## config.mk

```make
export PLATFORM = sky130hd
export DESIGN_NAME = sort_result_serializer
export DESIGN_NICKNAME = d
export VERILOG_FILES = /design/src/rtl/sort_pkg.sv /design/src/rtl/sort_triple_fifo.sv /design/src/rtl/sort_result_serializer.sv
export SDC_FILE = /design/constraint.sdc
export NUM_CORES = 1
export LEC_CHECK = 0
export ABC_CLOCK_PERIOD_IN_PS = 5600
export BUFFER_PORTS_ARGS = -buffer_cell sky130_fd_sc_hd__buf_2
export CORE_MARGIN = 2
export CORE_UTILIZATION = 40
export DETAILED_ROUTE_END_ITERATION = 10
export SYNTH_ARGS = -nofsm -noshare
export SYNTH_HDL_FRONTEND = slang
export SYNTH_SLANG_ARGS = --single-unit
```

## constraint.sdc

```tcl
create_clock -name clk -period 5.6 [get_ports clk]
set_input_delay 0.28 -clock clk [delete_from_list [all_inputs] [get_ports clk]]
set_output_delay 0.28 -clock clk [all_outputs]
set_load 0.02 [all_outputs]
```

## src/rtl/sort_pkg.sv

```systemverilog
// Shared types and constants for the 3-input sorter datapath.
// Holds element width, sort-direction codes and the triple bundle.
package sort_pkg;

    localparam int SORT_WIDTH = 3;

    localparam bit ORDER_ASC  = 1'b0;
    localparam bit ORDER_DESC = 1'b1;

    typedef struct packed {
        logic [SORT_WIDTH-1:0] no1;
        logic [SORT_WIDTH-1:0] no2;
        logic [SORT_WIDTH-1:0] no3;
    } sort_triple_t;

    // Position of the element currently presented from the head triple
    typedef enum logic [1:0] {
        S_E1 = 2'd0,
        S_E2 = 2'd1,
        S_E3 = 2'd2
    } ser_idx_t;

endpackage

```

## src/rtl/sort_triple_fifo.sv

```systemverilog
// Synchronous FIFO of packed triples with occupancy count.
// Callers gate push with !full and pop with !empty.
module sort_triple_fifo
    import sort_pkg::*;
#(
    parameter type T     = sort_triple_t,
    parameter int  DEPTH = 4
) (
    input  logic                   clk,
    input  logic                   rst,
    input  logic                   push_i,
    input  logic                   pop_i,
    input  T                       wdata_i,
    output T                       rdata_o,
    output logic [$clog2(DEPTH):0] count_o,
    output logic                   full_o,
    output logic                   empty_o
);

    localparam int AW = $clog2(DEPTH);
    localparam logic [AW:0]   CNT_ONE = (AW+1)'(1);
    localparam logic [AW:0]   CNT_MAX = (AW+1)'(DEPTH);
    localparam logic [AW-1:0] PTR_ONE = AW'(1);

    T              mem_q [DEPTH];
    logic [AW-1:0] wr_ptr_q, wr_ptr_d;
    logic [AW-1:0] rd_ptr_q, rd_ptr_d;
    logic [AW:0]   count_q, count_d;

    assign rdata_o = mem_q[rd_ptr_q];
    assign count_o = count_q;
    assign full_o  = (count_q == CNT_MAX);
    assign empty_o = (count_q == '0);

    // Next-state for pointers and occupancy; pointers wrap by width
    always_comb begin
        wr_ptr_d = wr_ptr_q;
        rd_ptr_d = rd_ptr_q;
        count_d  = count_q;
        if (push_i) wr_ptr_d = wr_ptr_q + PTR_ONE;
        if (pop_i)  rd_ptr_d = rd_ptr_q + PTR_ONE;
        case ({push_i, pop_i})
            2'b10:   count_d = count_q + CNT_ONE;
            2'b01:   count_d = count_q - CNT_ONE;
            default: count_d = count_q;
        endcase
    end

    // Control state, cleared by reset
    always_ff @(posedge clk) begin
        if (rst) begin
            wr_ptr_q <= '0;
            rd_ptr_q <= '0;
            count_q  <= '0;
        end else begin
            wr_ptr_q <= wr_ptr_d;
            rd_ptr_q <= rd_ptr_d;
            count_q  <= count_d;
        end
    end

    // Storage array, deliberately left unreset
    always_ff @(posedge clk) begin
        if (push_i) mem_q[wr_ptr_q] <= wdata_i;
    end

endmodule

```

## src/rtl/sort_result_serializer.sv

```systemverilog
// Buffers sorted triples and replays them one element per cycle.
// Also flags any accepted triple that breaks the expected order.
module sort_result_serializer
    import sort_pkg::*;
#(
    parameter int WIDTH = SORT_WIDTH,
    parameter int DEPTH = 4,
    parameter bit ORDER = ORDER_DESC
) (
    input  logic                   clk,
    input  logic                   rst,
    input  logic                   in_valid,
    output logic                   in_ready,
    input  logic [WIDTH-1:0]       no1,
    input  logic [WIDTH-1:0]       no2,
    input  logic [WIDTH-1:0]       no3,
    output logic                   out_valid,
    input  logic                   out_ready,
    output logic [WIDTH-1:0]       out_data,
    output logic                   out_last,
    output logic [$clog2(DEPTH):0] count,
    output logic                   order_err
);

    typedef struct packed {
        logic [WIDTH-1:0] no1;
        logic [WIDTH-1:0] no2;
        logic [WIDTH-1:0] no3;
    } trip_t;

    trip_t    wdata;
    trip_t    head;
    logic     full;
    logic     empty;
    logic     push;
    logic     pop;
    logic     hs;
    logic     misordered;
    ser_idx_t idx_q;
    logic     err_q;

    assign wdata    = '{no1: no1, no2: no2, no3: no3};
    assign in_ready = !rst && !full;
    assign push     = in_valid && in_ready;
    assign out_valid = !empty && !rst;
    assign hs       = out_valid && out_ready;
    assign pop      = hs && (idx_q == S_E3);
    assign out_last = out_valid && (idx_q == S_E3);
    assign order_err = err_q;

    sort_triple_fifo #(
        .T     (trip_t),
        .DEPTH (DEPTH)
    ) u_fifo (
        .clk     (clk),
        .rst     (rst),
        .push_i  (push),
        .pop_i   (pop),
        .wdata_i (wdata),
        .rdata_o (head),
        .count_o (count),
        .full_o  (full),
        .empty_o (empty)
    );

    // Pick the element of the head triple selected by idx
    always_comb begin
        out_data = '0;
        if (out_valid) begin
            case (idx_q)
                S_E1:    out_data = head.no1;
                S_E2:    out_data = head.no2;
                S_E3:    out_data = head.no3;
                default: out_data = '0;
            endcase
        end
    end

    // Order violation test on the incoming triple; ties are legal
    always_comb begin
        if (ORDER == ORDER_DESC)
            misordered = (no1 < no2) || (no2 < no3);
        else
            misordered = (no1 > no2) || (no2 > no3);
    end

    // Element FSM advances on handshakes; error flag is sticky
    always_ff @(posedge clk) begin
        if (rst) begin
            idx_q <= S_E1;
            err_q <= 1'b0;
        end else begin
            if (hs) begin
                case (idx_q)
                    S_E1:    idx_q <= S_E2;
                    S_E2:    idx_q <= S_E3;
                    default: idx_q <= S_E1;
                endcase
            end
            if (push && misordered) err_q <= 1'b1;
        end
    end

endmodule

```

==> results of run 1 <==
-- layer usage --
metal	routed length (µm)	part of all wire, %	vias up	GRT usage [%]
met5	0	0	-	0
met4	82	2.2	0	7.45
met3	192	5.1	9	4.82
met2	1720	46	21	20.4
met1	1740	47	592	17.0
li1	-	-	565	-
-- worst max path at each step --
| stage | depth (start not counted) | slack, ns | to |
|---|---|---|---|
| 3_3_place_gp | 9 | 3.43 | u_fifo.count_o[2] |
| 6_report | 4 | 3.19 | out_data[1] |
| 3_5_place_dp | 9 | 3.35 | u_fifo.count_o[2] |
| 4_1_cts | 4 | 3.14 | out_data[1] |
| 2_1_floorplan | 8 | 3.53 | u_fifo.count_o[2] |
| 5_1_grt | 4 | 3.04 | out_data[1] |
-- placed cells by master (no fill, tap or decap), drive strengths merged --
cell type / synthesis / routed
nand2b: 3 / 3
ha: 9 / 9
a21o: 2 / 2
clkinv: 0 / 2
o31ai: 4 / 4
or3: 2 / 2
fa: 1 / 1
buf: 2 / 22
edfxtp: 36 / 36
a31oi: 2 / 2
and2: 5 / 5
and4bb: 1 / 1
xor2: 4 / 4
clkbuf: 2 / 6
nand3: 4 / 4
xnor2: 1 / 1
a21oi: 4 / 4
nor3: 1 / 1
o21ai: 2 / 2
mux2i: 5 / 5
nor2b: 3 / 3
a211oi: 1 / 1
mux4: 9 / 9
inv: 13 / 13
dfxtp: 12 / 12
nand2: 1 / 1
nor3b: 2 / 2
nor2: 9 / 9
-- flip-flops by register name, summed over array words and instances (netlist names), named ones only --
signal           cells
u_fifo.wr_ptr_q      2
u_fifo.mem_q        36
idx_q                2
u_fifo.rd_ptr_q      2
u_fifo.count_o       3
order_err            1
-- stage by stage --
step / total power [mW] / setup slack, ns / utilization [%]
floorplan: 0.437 / 3.53 / -
global placement: 0.456 / 3.43 / 44.8
detailed placement: 0.458 / 3.35 / 44.8
CTS: 0.659 / 3.14 / 46.5
global route: 0.673 / 3.04 / 46.5
finish: 0.651 / 3.19 / 46.5
-- critical path, stage by stage, from the launching register on --
cell	delay [ns]
dfxtp_1	0.72
mux4_1	0.68
mux2i_1	0.17
o31ai_1	0.08
buf_2	0.17
-- logic make-up (layout without fill, tap and decap cells) --
| family | Yosys count | after routing |
|---|---|---|
| flops | 48 | 48 |
| simple gates | 31 | 31 |
| buf+inv | 17 | 43 |
| compound gates | 15 | 15 |
| mux | 14 | 14 |
| fa+ha+maj | 10 | 10 |
| xor+xnor | 5 | 5 |
-- report_power, final --
part | switching [mW] | internal (mW)
sequential | 0.00518 | 0.392
combinational | 0.0320 | 0.0200
clock | 0.114 | 0.0876
total | 0.151 | 0.500
-- cell type report --
cell class | instances | area, µm²
well taps | 70 | 87.6
fillers | 461 | 2730
inverters | 13 | 48.8
repair buffers | 22 | 110
multi-input cells | 75 | 722
clock buffers | 6 | 72.6
flip-flops and latches | 48 | 1320
clock inverters | 2 | 12.5
==> impl_results.md, run 1 <==
* WL/cell at between 15 and 20 µm
* CTS tree: yes
* Hold_ws at roughly 0.21 ns
* Post-Synth Adder-Cell Area at around 6.3%
* Total leakage power at between 0.8 and 0.9 nW
* R2R cell count at 8
* Post-route setup TNS at 0 ns
* FF-to-FF setup slack at around 3.4 ns
* Fmax at slightly above 400 MHz
* Status: finished, final reports clean
* Largest family of logic cells by synthesized area: multiplexers
* Yosys Warn Count at 0
* Gpl congestion at between 0.7 and 0.8
* Syn_area_per_cell at 15.1 µm²
* Fin. Hold Viols at 0
* Max-slew headroom at about 59%
* Hold_sp: no3[1]
* Worst Path Max Fanout at 9
* Clock Latency Late Sink at roughly 0.3 ns
* Via/cell ratio at slightly above 5
* Pwr per Cell Area at 274 mW/mm²
* CTS resizes at 0
* Post-synthesis cell type with the largest combined area: edfxtp_1
* First-pass GRT wire length at between 5 and 6 mm
* Die area at 0.00589 mm²
* Non-filler cells, final at approximately 240
* WHS Path Cells at 1
* Placement Rows at 26
* Post-synth cell types at 31
* WP data arrival at approximately 2.1 ns
* CTS Buffer Depth at 2
* DRC at 0
* Hold Crit Class: input port to flip-flop
* CP required at 5.32 ns
* Register area share after synthesis at ~62%
* Chip width at 76.8 µm
* Min Clock Period, post-route at ~2.4 ns
* Layout cell share with drive strength beyond 1 at between 20 and 25%
* Post-synth top cells: edfxtp_1, inv_1, dfxtp_1
* Post-CTS Setup Inserts at 0
* Sink Count at 48
* Inserted Clock Buffers at 5
* Routed Antenna Nets at 0
* CTS clock-pin slew for the worst setup and hold paths at ~0.09 ns
* RSZ-0062 raised after global routing: false
* 1st-pass router iterations at 4
* Xor/xnor share of the synthesized area at around 2.1%
* Critical path class: flip-flop to primary output
* Core Region at between 0.005 and 0.006 mm²
* Global route overflow at 0
* Io pins at 23
* Hold Path Sink: u_fifo.mem_q[1][1]
* Routed WL at 3.74 mm
* Post-Synthesis Cells at 140
* Reg-to-Reg End: u_fifo.count_o[2]
* GRT Resource Usage Total at 13.5%
* # hold bufs at CTS at 0
* HPWL after DPL at around 2.6 mm
* Final setup fails at 0
* Synthesis-to-finish area growth at 12.2%
* Placed cells at between 200 and 250
* H-tree depth reported by CTS at 2
* Post-DP Area at ~0.0023 mm²
* Initial Utilization at around 41%
* Top-count cell post-synth: edfxtp_1
* First DRT Iteration DRCs at 40
* Clock root cell: clkbuf_8
* Total number of vias at 1187
* EDFF count, synth at 36
* Ant. Diodes at 0
* Vias in the first global route at 1202
* Max VDD drop at about 0.15 mV
* Die height at ~77 µm
* Post-synthesis compound-gate area fraction at roughly 5.1%
* Period utilization at between 40% and 50%
* Seq cells post-synth at 48
* Post-route design area at between 0.002 and 0.0025 mm²
* Top post-synthesis cells by area: edfxtp_1, dfxtp_1, mux4_2
* PortBufs at 22
* Syn Nets at around 160
* Clk_skew at around 0.010 ns
* Share of the synthesized area in the top cell type at around 51%
* Max cap viols at 0
* Max-slew violations at 0
* Synth Cell Area at about 0.0021 mm²
* Reg2reg start: idx_q[1]
* Initial antenna violation count at 0
* Largest net degree at the start of global routing at 17
* Slew at the pin closest to its max-slew limit at ~0.61 ns
* Simple-gate share of the synthesized area at 8.22%
* Mux share of post-synthesis cell area at between 10% and 20%
* Final net count at ~190
* Crit start category: flip-flop
* Setup crit end kind: primary output
* Ys flop type: edfxtp_1
* Ys async rst share at 0%
No activity file was read; power rests on OpenSTA's default activity.
==> inputs of run 2 (changes only) <==
- ABC_CLOCK_PERIOD_IN_PS: 5600 -> 2180
- clock period: 5.6 -> 2.18 ns (I/O delays scaled with it)
==> run 2 against run 1 <==
Compared with the run above:
- clock skew decreased by 0.0068 ns
- count of clock-buffer cells in the layout decreased by 1
- flip-flop and latch count unchanged
- core utilization increased by 1.6 points
- total power increased to 2.7 times the previous value
- worst setup slack got worse by 3.1 ns
- die area unchanged
- critical path depth increased by 4
- sequential power increased to 2.6 times the previous value
- clock power increased to 3.1 times the previous value
- wire length decreased by 3.9%
- critical path type is now flip-flop to flip-flop
- largest power group unchanged
==> impl_results.md, run 2 (same netlist as run 1, synthesis figures left out) <==
* Status: finished, final reports clean
* DRC at 0 (unchanged)
* Synthesis-to-finish area growth at 16.1%
* Total number of vias at 1198 (+0.93%)
* Initial Utilization at 41.5% (unchanged)
* Period utilization at a little over nine tenths
* Fin. Hold Viols at 0 (unchanged)
* Register bank with the most flops: u_fifo.mem_q
* Gpl congestion at 0.689 (-7.5%)
* Slew at the pin closest to its max-slew limit at 0.553 ns (-0.0590 ns)
* Post-route setup TNS at 0 ns (unchanged)
* Worst Path Max Fanout at 6 (-3)
* Critical path class: flip-flop to flip-flop
* Setup crit end kind: flip-flop
* Commonest non-fill, non-tap cells in the layout: edfxtp_1, buf_2, inv_1
* Die height at 76.8 µm (unchanged)
* Clock Latency Late Sink at 0.29 ns (about the same)
* Setup ws final at 0.124 ns (-3.07 ns)
* Routed Antenna Nets at 0 (unchanged)
* Placement Rows at 26 (unchanged)
* Crit start category: flip-flop
* Max FFs per register at 36 (unchanged)
* First-pass GRT wire length at 5.82 mm (-2.9%)
* Ant. Diodes at 0 (unchanged)
* Clock root cell: clkbuf_8
* 1st-pass router iterations at 4 (unchanged)
* First DRT Iteration DRCs at 60 (+50%)
* H-tree depth reported by CTS at 2 (unchanged)
* CP required at 2.40 ns (-2.92 ns)
* GRT Resource Usage Total at 13.3% (-0.25 points)
* Max cap viols at 0 (unchanged)
* Largest net degree at the start of global routing at 16 (-1)
* Max-slew headroom at 63.1% (+4.0 points)
* RSZ-0062 raised after global routing: false
* Vias in the first global route at 1205 (+0.25%)
* Io pins at 23 (unchanged)
* Final setup fails at 0 (unchanged)
* Routed WL at 3.59 mm (-3.9%)
* HPWL after DPL at 2.59 mm (+0.88%)
* WP data arrival at 2.28 ns (+0.15 ns)
* Most common cell after layout, fill and taps aside: edfxtp_1
* Final net count at 195 (+3.7%)
* WL/cell at 14.8 µm (-6.7%)
* CTS clock-pin slew for the worst setup and hold paths at 0.08 ns (about the same)
* Chip width at 76.8 µm (unchanged)
* Max VDD drop at 0.327 mV (+120%)
* Layout cell share with drive strength beyond 1 at 27.7% (+6.1 points)
* Inserted Clock Buffers at 5 (unchanged)
* Total leakage power at 0.919 nW (+5.7%)
* PortBufs at 22 (unchanged)
* Pwr per Cell Area at 724 mW/mm² (+160%)
* Max-slew violations at 0 (unchanged)
* Initial antenna violation count at 0 (unchanged)
* Global route overflow at 0 (unchanged)
* Fmax at between 400 and 500 MHz
* Sink Count at 48 (unchanged)
* Core Region at 0.00511 mm² (unchanged)
* CTS tree: yes
* Die area at 0.00589 mm² (unchanged)
* Min Clock Period, post-route at 2.06 ns
* Pre-CTS WS at 0.0539 ns (-3.29 ns)
* Hold Crit Class: input port to flip-flop
* CTS Buffer Depth at 2 (unchanged)
* Clk_skew at 0.00369 ns (-0.00675 ns)
* Via/cell ratio at 4.93 (-2.0%)
## run 2: cell types whose count changed in the layout (fill, tap and decap cells not counted)
cell / before / now
buf_4: 0 / 7
bufinv_16: 0 / 1
clkbuf_1: 1 / 0
clkinv_1: 1 / 0
clkinv_2: 0 / 1
clkinv_4: 1 / 0
clkinvlp_4: 0 / 1
dfxtp_1: 12 / 10
dfxtp_2: 0 / 2
nor2_1: 9 / 8
nor2_2: 0 / 1
## run 2: path summary, 6_finish.rpt
check / from / to / slack [ns] / cells past startpoint
max reg2reg: u_fifo.count_o[1] / u_fifo.count_o[2] / 0.12 / 8
min reg2reg: order_err / order_err / 0.45 / 2
min: no3[2] / u_fifo.mem_q[1][2] / 0.04 / 1
max: u_fifo.count_o[1] / u_fifo.count_o[2] / 0.12 / 8
## run 2: routing by layer
layer / vias up / share of wire [%] / track usage [%]
met5: - / 0 / 0
met1: 582 / 44 / 16.4
met2: 25 / 50 / 22.0
met3: 7 / 3.8 / 4.00
li1: 584 / - / -
met4: 0 / 1.5 / 4.91
## run 2: critical path: stages (launching register included)
cell	delay [ns]
dfxtp_1	0.42
or3_1	0.17
and2_4	0.16
ha_1	0.18
inv_1	0.06
fa_1	0.37
xor2_1	0.16
or3_1	0.31
a21oi_1	0.15
## run 2: report_power, final
group / internal [mW] / switching [mW] / leakage (nW)
Combinational: 0.0574 / 0.0827 / 0.439
Sequential: 1.01 / 0.0117 / 0.425
Clock: 0.339 / 0.282 / 0.0541
Total: 1.40 / 0.377 / 0.919
## run 2: through the flow
step	std cells	power [mW]	util, %	area (µm²)	hold WS, ns
6_report	243	1.78	48.1	2460	0.0433
5_1_grt	243	1.87	48.1	2460	0.0356
4_1_cts	240	1.80	47.6	2430	0.0323
3_5_place_dp	232	1.18	45.4	2320	0.347
3_3_place_gp	232	1.17	45.4	2320	0.344
2_1_floorplan	140	1.12	-	2120	0.181
## run 2: area by class of cell
type	instances	area, µm²
Timing Repair Buffer	29	163
Fill cell	469	2650
Multi-Input combinational cell	75	724
Clock buffer	5	68.8
Inverter	13	48.8
Sequential cell	48	1320
Clock inverter	3	42.5
Tap cell	70	87.6
## run 2: repair_timing
action,CTS,global route
endpoints found under the setup margin,0,2
buffers inserted,0,3
hold buffers,0,0
resized for setup,0,3
